<file path="src/rtl/ram_ctrl.sv">
// Single-port RAM access controller: serves one read or write per request,
// or fills every address with one value, acknowledging each with a single-cycle pulse.
module ram_ctrl #(
    parameter int ADDR_W = 5,
    parameter int DATA_W = 8
) (
    input  logic              clk_i,
    input  logic              rst_ni,
    input  logic              req_i,
    input  logic              we_i,
    input  logic [ADDR_W-1:0] addr_i,
    input  logic [DATA_W-1:0] wdata_i,
    input  logic              fill_i,
    output logic              ack_o,
    output logic              busy_o,
    output logic [DATA_W-1:0] rdata_o,
    output logic              ram_wen_o,
    output logic [ADDR_W-1:0] ram_addr_o,
    output logic [DATA_W-1:0] ram_din_o,
    input  logic [DATA_W-1:0] ram_dout_i,
    output logic [1:0]        dbg_state_o
);

    // Handshake: req_i/fill_i are only sampled in IDLE (fill wins); the
    // requester must hold inputs stable at that edge, and completion is
    // signalled by ack_o high for exactly one cycle.
    typedef enum logic [1:0] {
        IDLE   = 2'd0,
        ACCESS = 2'd1,
        FILL   = 2'd2,
        ACK    = 2'd3
    } state_t;

    state_t              state_q, state_d;
    logic [ADDR_W-1:0]   cnt_q;
    logic [ADDR_W-1:0]   addr_q;
    logic [DATA_W-1:0]   data_q;
    logic                we_q;
    logic [DATA_W-1:0]   rdata_q;
    logic                lat_load;
    logic                fill_start;

    always_comb begin
        state_d    = state_q;
        lat_load   = 1'b0;
        fill_start = 1'b0;
        case (state_q)
            IDLE: begin
                if (fill_i) begin
                    state_d    = FILL;
                    fill_start = 1'b1;
                end else if (req_i) begin
                    state_d  = ACCESS;
                    lat_load = 1'b1;
                end
            end
            ACCESS:  state_d = ACK;
            FILL:    if (cnt_q == '1) state_d = ACK;
            ACK:     state_d = IDLE;
            default: state_d = IDLE;
        endcase
    end

    always_ff @(posedge clk_i or negedge rst_ni) begin
        if (!rst_ni) begin
            state_q <= IDLE;
            cnt_q   <= '0;
            addr_q  <= '0;
            data_q  <= '0;
            we_q    <= 1'b0;
            rdata_q <= '0;
        end else begin
            state_q <= state_d;
            if (fill_start) begin
                data_q <= wdata_i;
                cnt_q  <= '0;
            end
            if (lat_load) begin
                we_q   <= we_i;
                addr_q <= addr_i;
                data_q <= wdata_i;
            end
            // Counter wraps back to 0 naturally on the last fill address.
            if (state_q == FILL) cnt_q <= cnt_q + 1'b1;
            if (state_q == ACCESS && !we_q) rdata_q <= ram_dout_i;
        end
    end

    assign ram_wen_o   = (state_q == FILL) || ((state_q == ACCESS) && we_q);
    assign ram_addr_o  = (state_q == FILL) ? cnt_q : addr_q;
    assign ram_din_o   = data_q;
    assign ack_o       = (state_q == ACK);
    assign busy_o      = (state_q != IDLE);
    assign rdata_o     = rdata_q;
    assign dbg_state_o = state_q;

endmodule

</file>
<file path="config.mk">
export PLATFORM = sky130hd
export DESIGN_NAME = ram_ctrl
export DESIGN_NICKNAME = d
export VERILOG_FILES = /design/src/rtl/ram_ctrl.sv
export SDC_FILE = /design/constraint.sdc
export NUM_CORES = 1
export LEC_CHECK = 0
export BUFFER_PORTS_ARGS = -buffer_cell sky130_fd_sc_hd__buf_2
export CELL_PAD_IN_SITES_DETAIL_PLACEMENT = 0
export CELL_PAD_IN_SITES_GLOBAL_PLACEMENT = 1
export CORE_MARGIN = 8
export CORE_UTILIZATION = 33
export DETAILED_ROUTE_END_ITERATION = 8
export GPL_TIMING_DRIVEN = 0
export PLACE_DENSITY = 0.84
export SYNTH_ARGS = -nofsm -noshare
export SYNTH_HDL_FRONTEND = slang
export SYNTH_SLANG_ARGS = --single-unit
</file>
<file path="constraint.sdc">
create_clock -name clk_i -period 1.6 [get_ports clk_i]
set_input_delay 0.24 -clock clk_i [delete_from_list [all_inputs] [get_ports clk_i]]
set_output_delay 0.24 -clock clk_i [all_outputs]
set_load 0.01 [all_outputs]
</file>
==> results of run 1 <==
[power by group through the flow]
stage,clock (mW),combinational (mW),sequential (mW)
floorplan,0,1.09,1.43
global placement,0,1.74,1.33
detailed placement,0,1.81,1.36
CTS,0.627,2.31,1.33
global route,0.659,2.61,1.39
finish,0.595,2.39,1.34
[stage by stage]
stage,area (um2),setup WS (ps),std cells
floorplan,1360,-55.5,97
global placement,1670,-195,198
detailed placement,1670,-217,198
CTS,1930,-229,215
global route,2000,-165,218
finish,2000,-100,218
[logic make-up (layout without fill, tap and decap cells)]
kind of cell,count (synthesis),in the layout,share of synthesized area [%]
compound gates,12,12,6.46
xor+xnor,1,1,0.655
buf+inv,8,79,2.81
flops,29,29,54.3
simple gates,13,13,4.96
mux,28,28,25.3
fa+ha+maj,6,6,5.61
[metal layers]
| metal | track usage (%) | part of all wire (%) | up-vias |
|---|---|---|---|
| li1 | - | - | 486 |
| met1 | 10.3 | 39 | 493 |
| met2 | 17.0 | 48 | 39 |
| met3 | 6.08 | 11 | 8 |
| met4 | 4.81 | 1.8 | 0 |
| met5 | 0 | 0 | - |
[path summary, 6_finish.rpt]
kind,endpoint,cells past startpoint,start
worst max-delay path,ram_addr_o[2],4,dbg_state_o[1]
worst min-delay path,addr_q[4],1,rst_ni
worst max register to register,dbg_state_o[0],6,cnt_q[1]
worst min register to register,ram_din_o[7],1,ram_din_o[7]
max in group asynchronous,dbg_state_o[1],1,rst_ni
min in group clk_i,addr_q[1],2,addr_i[1]
[critical path: stages (launching register included)]
cell     delay (ps)
dfrtp_2         440
ha_4            200
buf_6           130
mux2_4          300
buf_6           120
[area by class of cell]
| type | count | area, um2 | share of cell area, % |
|---|---|---|---|
| Sequential cell | 29 | 727 | 36.4 |
| Multi-Input combinational cell | 60 | 669 | 33.5 |
| Timing Repair Buffer | 66 | 410 | 20.6 |
| Clock buffer | 7 | 86.3 | 4.33 |
| Tap cell | 50 | 62.6 | 3.13 |
| Buffer | 2 | 22.5 | 1.13 |
| Inverter | 4 | 17.5 | 0.878 |
[timing repair]
action	in CTS	in global routing
setup buffers	11	4
resized for setup	22	11
setup endpoints to repair	22	30
pin swaps	1	4
[state kept, by name, indices dropped and copies added (netlist names)]
name / count
ram_din_o: 8
dbg_state_o: 2
cnt_q: 5
we_q: 1
addr_q: 5
rdata_o: 8
[placed cells by master (no fill, tap or decap), types with 2 or more instances in the layout]
cell	instances
a22o_1	2
buf_2	46
buf_4	13
buf_6	8
clkbuf_8	6
dfrtp_1	28
ha_2	2
ha_4	3
inv_2	2
mux2_2	17
mux2_4	11
nand2_1	5
o21ai_0	3
==> metrics, run 1 <==
Pwr Density=~2200 nW/um2; worst hold path type=input pin to asynchronous set/reset pin; Peak Freq=just under 600 MHz; Clk pwr share=13.8%; Synth top area share=54.3%; sequential fraction of the synthesis area=54.3%; post-layout net count=200; number of synthesized flops with an enable pin=0; Finish-stage setup viols=6; Util after Layout=50.6%; crit path DAT=1460 ps; Post-DP HPWL=between 2 and 2.5 mm; Die Height=79.7 um; PortBufs=51; Synth Instances=97; failing checks=hold timing, setup timing; setup tns final=-489 ps; Setup Crit Path Kind=flip-flop to output port; Via density=4.71; GR Overflow Total=0; filler instances=350; Ant. Diodes=0; Die ar.=between 6000 and 7000 um2; Initial Utilization=33.9%; Placeable Area=3940 um2; Rows=23; clk_skew=3.95 ps; Final Max Tran Viols=0; Worst-Skew Late Latency=270 ps; layout cells sized above 1=69.6%; antenna-violating nets left=0; Top-Level Pins=52; CP startpoint kind=flip-flop; FF-to-FF setup slack=-10 ps; Routed WL per cell=14.7 um; status=finished, violations left; Chip Width=around 80 um; Reg power frac=31.0%; synthesized flop and latch total=29; CTS Buf Count=5; CP Capture Type=output port; most frequent cells after synthesis=29 x dfrtp_1, 22 x mux2_2, 6 x ha_1, 6 x mux2_4, 5 x nand2_1; vias in the first global route=1134; top cells by area, synth=dfrtp_1 54%, mux2_2 19%, mux2_4 6.7%; Comb pwr share=55.2%; Yosys Warn Count=0; Max-cap violations=0; top_reg_cell synth=dfrtp_1; VDD IR max=0.00109 V; antenna violations before repair=0; gpl congestion=approximately 0.68; Yosys top cell by area=dfrtp_1; Critical Path Fanout Max=4; Final Cycle Share=106%; ys async rst share=100%; sw frac=~34%; most frequent cell after synthesis=dfrtp_1; Avg Inst Size Synth=13.8 um2; CTS tree=yes; initial DRC count=23; worst relative slew slack=between 50% and 60%; Netlist cell types=26; Power Total=between 4 and 5 mW; first-pass GRT wire length=5.13 mm; htree depth=2; final worst slack=-100 ps; Sw Pwr=1.47 mW; CTS hold repair buffers=0; endpoints failing hold=21; Initial DRT Pass Iterations=6; clk slew on worst S/H paths=60 ps; final WL=3.21 mm; Cell Int Power=2.85 mW; Total GRT Usage=10.4%; CTS sink cnt=29; Req. time, crit path=1360 ps; Post-Synthesis Net Count=129; RSZ-0062 raised after global routing=true; Mapped Area=1340 um2; Period minus WS final=1700 ps; via count=1026; largest net degree at the start of global routing=30; area grow syn2layout=49.2%; drt drc=0; Root Driver=clkbuf_8; standby leakage power=0.990 nW; maximum buffer depth of the clock tree=2; Slew @ Worst Pin=642 ps; worst hold margin=-13.5 ps
(Power assumes the default switching activity.)
==> run 2, diff against run 1 <==
PLACE_DENSITY = unset   (was 0.84)
PLACE_DENSITY_LB_ADDON = 0.1   (was unset)
==> run 2 against run 1 <==
Compared with the run above: the run still ends with hold timing, setup timing left; hold slack lost 6.3 ps; die area stayed put; combinational power about the same; power rose by 6.6%; sequential power about the same; final area up 1.9%; first-iteration DRC count increased by 35%; critical path type unchanged.
==> metrics, run 2 (same netlist as run 1, synthesis figures left out) <==
CTS Buf Count=5 (unchanged); Slew @ Worst Pin=643 ps (+1.39 ps); Final Cycle Share=108% (+1.4 points); clk slew on worst S/H paths=70 ps (about the same); Chip Width=79.7 um (unchanged); Ant. Diodes=0 (unchanged); Initial DRT Pass Iterations=4 (-2); met2 usage=16.4% (-0.57 points); Clk pwr share=19.5% (+5.7 points); worst relative slew slack=57.1% (-0.092 points); Final Max Tran Viols=0 (unchanged); Root Driver=clkbuf_8; CP Capture Type=output port; slowest stage delay, CP=390 ps (-50 ps); Pwr Density=2270 nW/um2 (+4.6%); VDD IR max=0.00117 V (+7.1%); Rows=23 (unchanged); RSZ-0062 raised after global routing=true; sw frac=32.4% (-1.6 points); via count=1002 (-2.3%); area grow syn2layout=52.1%; Total GRT Usage=10.4% (+0.023 points); antenna-violating nets left=0 (unchanged); standby leakage power=1.00 nW (+1.3%); largest net degree at the start of global routing=30 (unchanged); RR Startpoint=dbg_state_o[1]; status=finished, violations left; Crit Reg-Reg Endpoint=addr_q[4]; Power Total=4.61 mW (+6.6%); multi-input logic area=674 um2 (+0.75%); worst hold margin=-19.8 ps (-6.34 ps); first-pass GRT wire length=5.09 mm (-0.80%); endpoints failing hold=29 (+38%); post-layout net count=196 (-2.0%); CP max-delay cell=dfrtp_1; filler instances=363 (+3.7%); FF-to-FF setup slack=-70 ps (-60 ps); Routed WL per cell=15.1 um (+2.6%); Die Height=79.7 um (unchanged); final worst slack=-123 ps (-22.4 ps); Reg power frac=28.9% (-2.1 points); GR met1 Demand/Resource=11.5% (+1.1 points); final WL=3.24 mm (+1.2%); worst hold path type=input pin to asynchronous set/reset pin; Sw Pwr=1.50 mW (+1.5%); CTS hold repair buffers=0 (unchanged); Via density=4.66 (-0.98%); Req. time, crit path=1360 ps (about the same); failing checks=hold timing, setup timing; Post-DP HPWL=2.35 mm (+0.45%); drt drc=0 (unchanged); initial DRC count=31 (+35%); depth of the worst register-to-register path=6 (unchanged); Peak Freq=580 MHz (-1.3%); layout cells sized above 1=69.7% (about the same); CTS sink cnt=29 (unchanged); Finish-stage setup viols=12 (+6); crit path DAT=1480 ps (+20 ps); GR Layer Usage met3=5.29% (-0.79 points); CP startpoint kind=flip-flop; Cell Int Power=3.12 mW (+9.3%); Comb pwr share=51.7% (-3.5 points); Max-cap violations=0 (unchanged); Placeable Area=3940 um2 (unchanged); Critical Path Fanout Max=4 (unchanged); PortBufs=51 (unchanged); most frequent cells in the layout=46 x buf_2, 28 x dfrtp_1, 17 x mux2_2; clk_skew=6.63 ps (+2.68 ps); Initial Utilization=33.9% (unchanged); Top-Level Pins=52 (unchanged); CP Cell Sequence=inv_2, ha_4, clkbuf_16, mux2_4, buf_6; busiest grt layer=met2; vias in the first global route=1056 (-6.9%); GR Overflow Total=0 (unchanged); CTS tree=yes; most common cell after layout, fill and taps aside=buf_2; maximum buffer depth of the clock tree=2 (unchanged); Setup Crit Path Kind=flip-flop to output port; htree depth=2 (unchanged); Worst-Skew Late Latency=280 ps (about the same); Die ar.=6350 um2 (unchanged); antenna violations before repair=0 (unchanged); register area=727 um2 (unchanged); Period minus WS final=1720 ps (+22.4 ps); gpl congestion=0.729 (+7.2%)
[run 2: cell types whose count changed in the layout (fill, tap and decap cells not counted), sizes merged]
cell / delta
buf: -5
bufinv: +2
clkbuf: -1
clkinv: +1
[run 2: metrics by stage]
step / utilization, % / setup slack (ps) / instances / instance area, um2 / TNS (ps)
final: 51.6 / -123 / 215 / 2030 / -996
after global routing: 51.6 / -171 / 215 / 2030 / -1620
after CTS: 50.4 / -222 / 215 / 1990 / -2220
after detailed placement: 42.5 / -272 / 198 / 1670 / -1850
after global placement: 42.5 / -258 / 198 / 1670 / -1480
after floorplan: - / -55.5 / 97 / 1360 / -387
[run 2: how the worst max path moves through the flow]
stage,startpoint,endpoint,slack [ps],cells past startpoint
after floorplan,dbg_state_o[0],addr_q[0],-60,6
after global placement,dbg_state_o[0],ram_addr_o[3],-260,6
after detailed placement,dbg_state_o[0],ram_addr_o[3],-270,6
after CTS,dbg_state_o[0],ram_addr_o[3],-220,6
after global routing,dbg_state_o[0],ram_addr_o[3],-170,5
final,dbg_state_o[0],ram_addr_o[3],-120,5
[run 2: critical path, delay by kind of cell (launching register included)]
family	cells	cell delay, ps
flops	1	390
fa+ha+maj	1	170
mux	1	300
buf+inv	3	350
[run 2: repair_timing]
item,in CTS,in global routing
buffers inserted,9,2
pin swaps,1,3
setup endpoints to repair,23,30
gates resized for setup,24,11
cloned,0,0
[run 2: power groups by stage]
stage / sequential (mW) / clock [mW] / combinational, mW
finish: 1.33 / 0.898 / 2.38
global route: 1.38 / 0.969 / 2.58
CTS: 1.33 / 0.929 / 2.30
detailed placement: 1.36 / 0 / 1.79
global placement: 1.34 / 0 / 1.76
floorplan: 1.43 / 0 / 1.09
[run 2: metal layers]
metal,vias to the layer above,wire (um)
li1,476,-
met1,481,1290
met2,37,1550
met3,8,330
met4,0,71
met5,-,0
[run 2: final cells by class]
type                            count  area share [%]
Clock buffer                        5            3.38
Sequential cell                    29            35.7
Tap cell                           50            3.08
Inverter                            4           0.984
Timing Repair Buffer               62            18.5
Buffer                              2            1.97
Clock inverter                      3            3.20
Multi-Input combinational cell     60            33.1
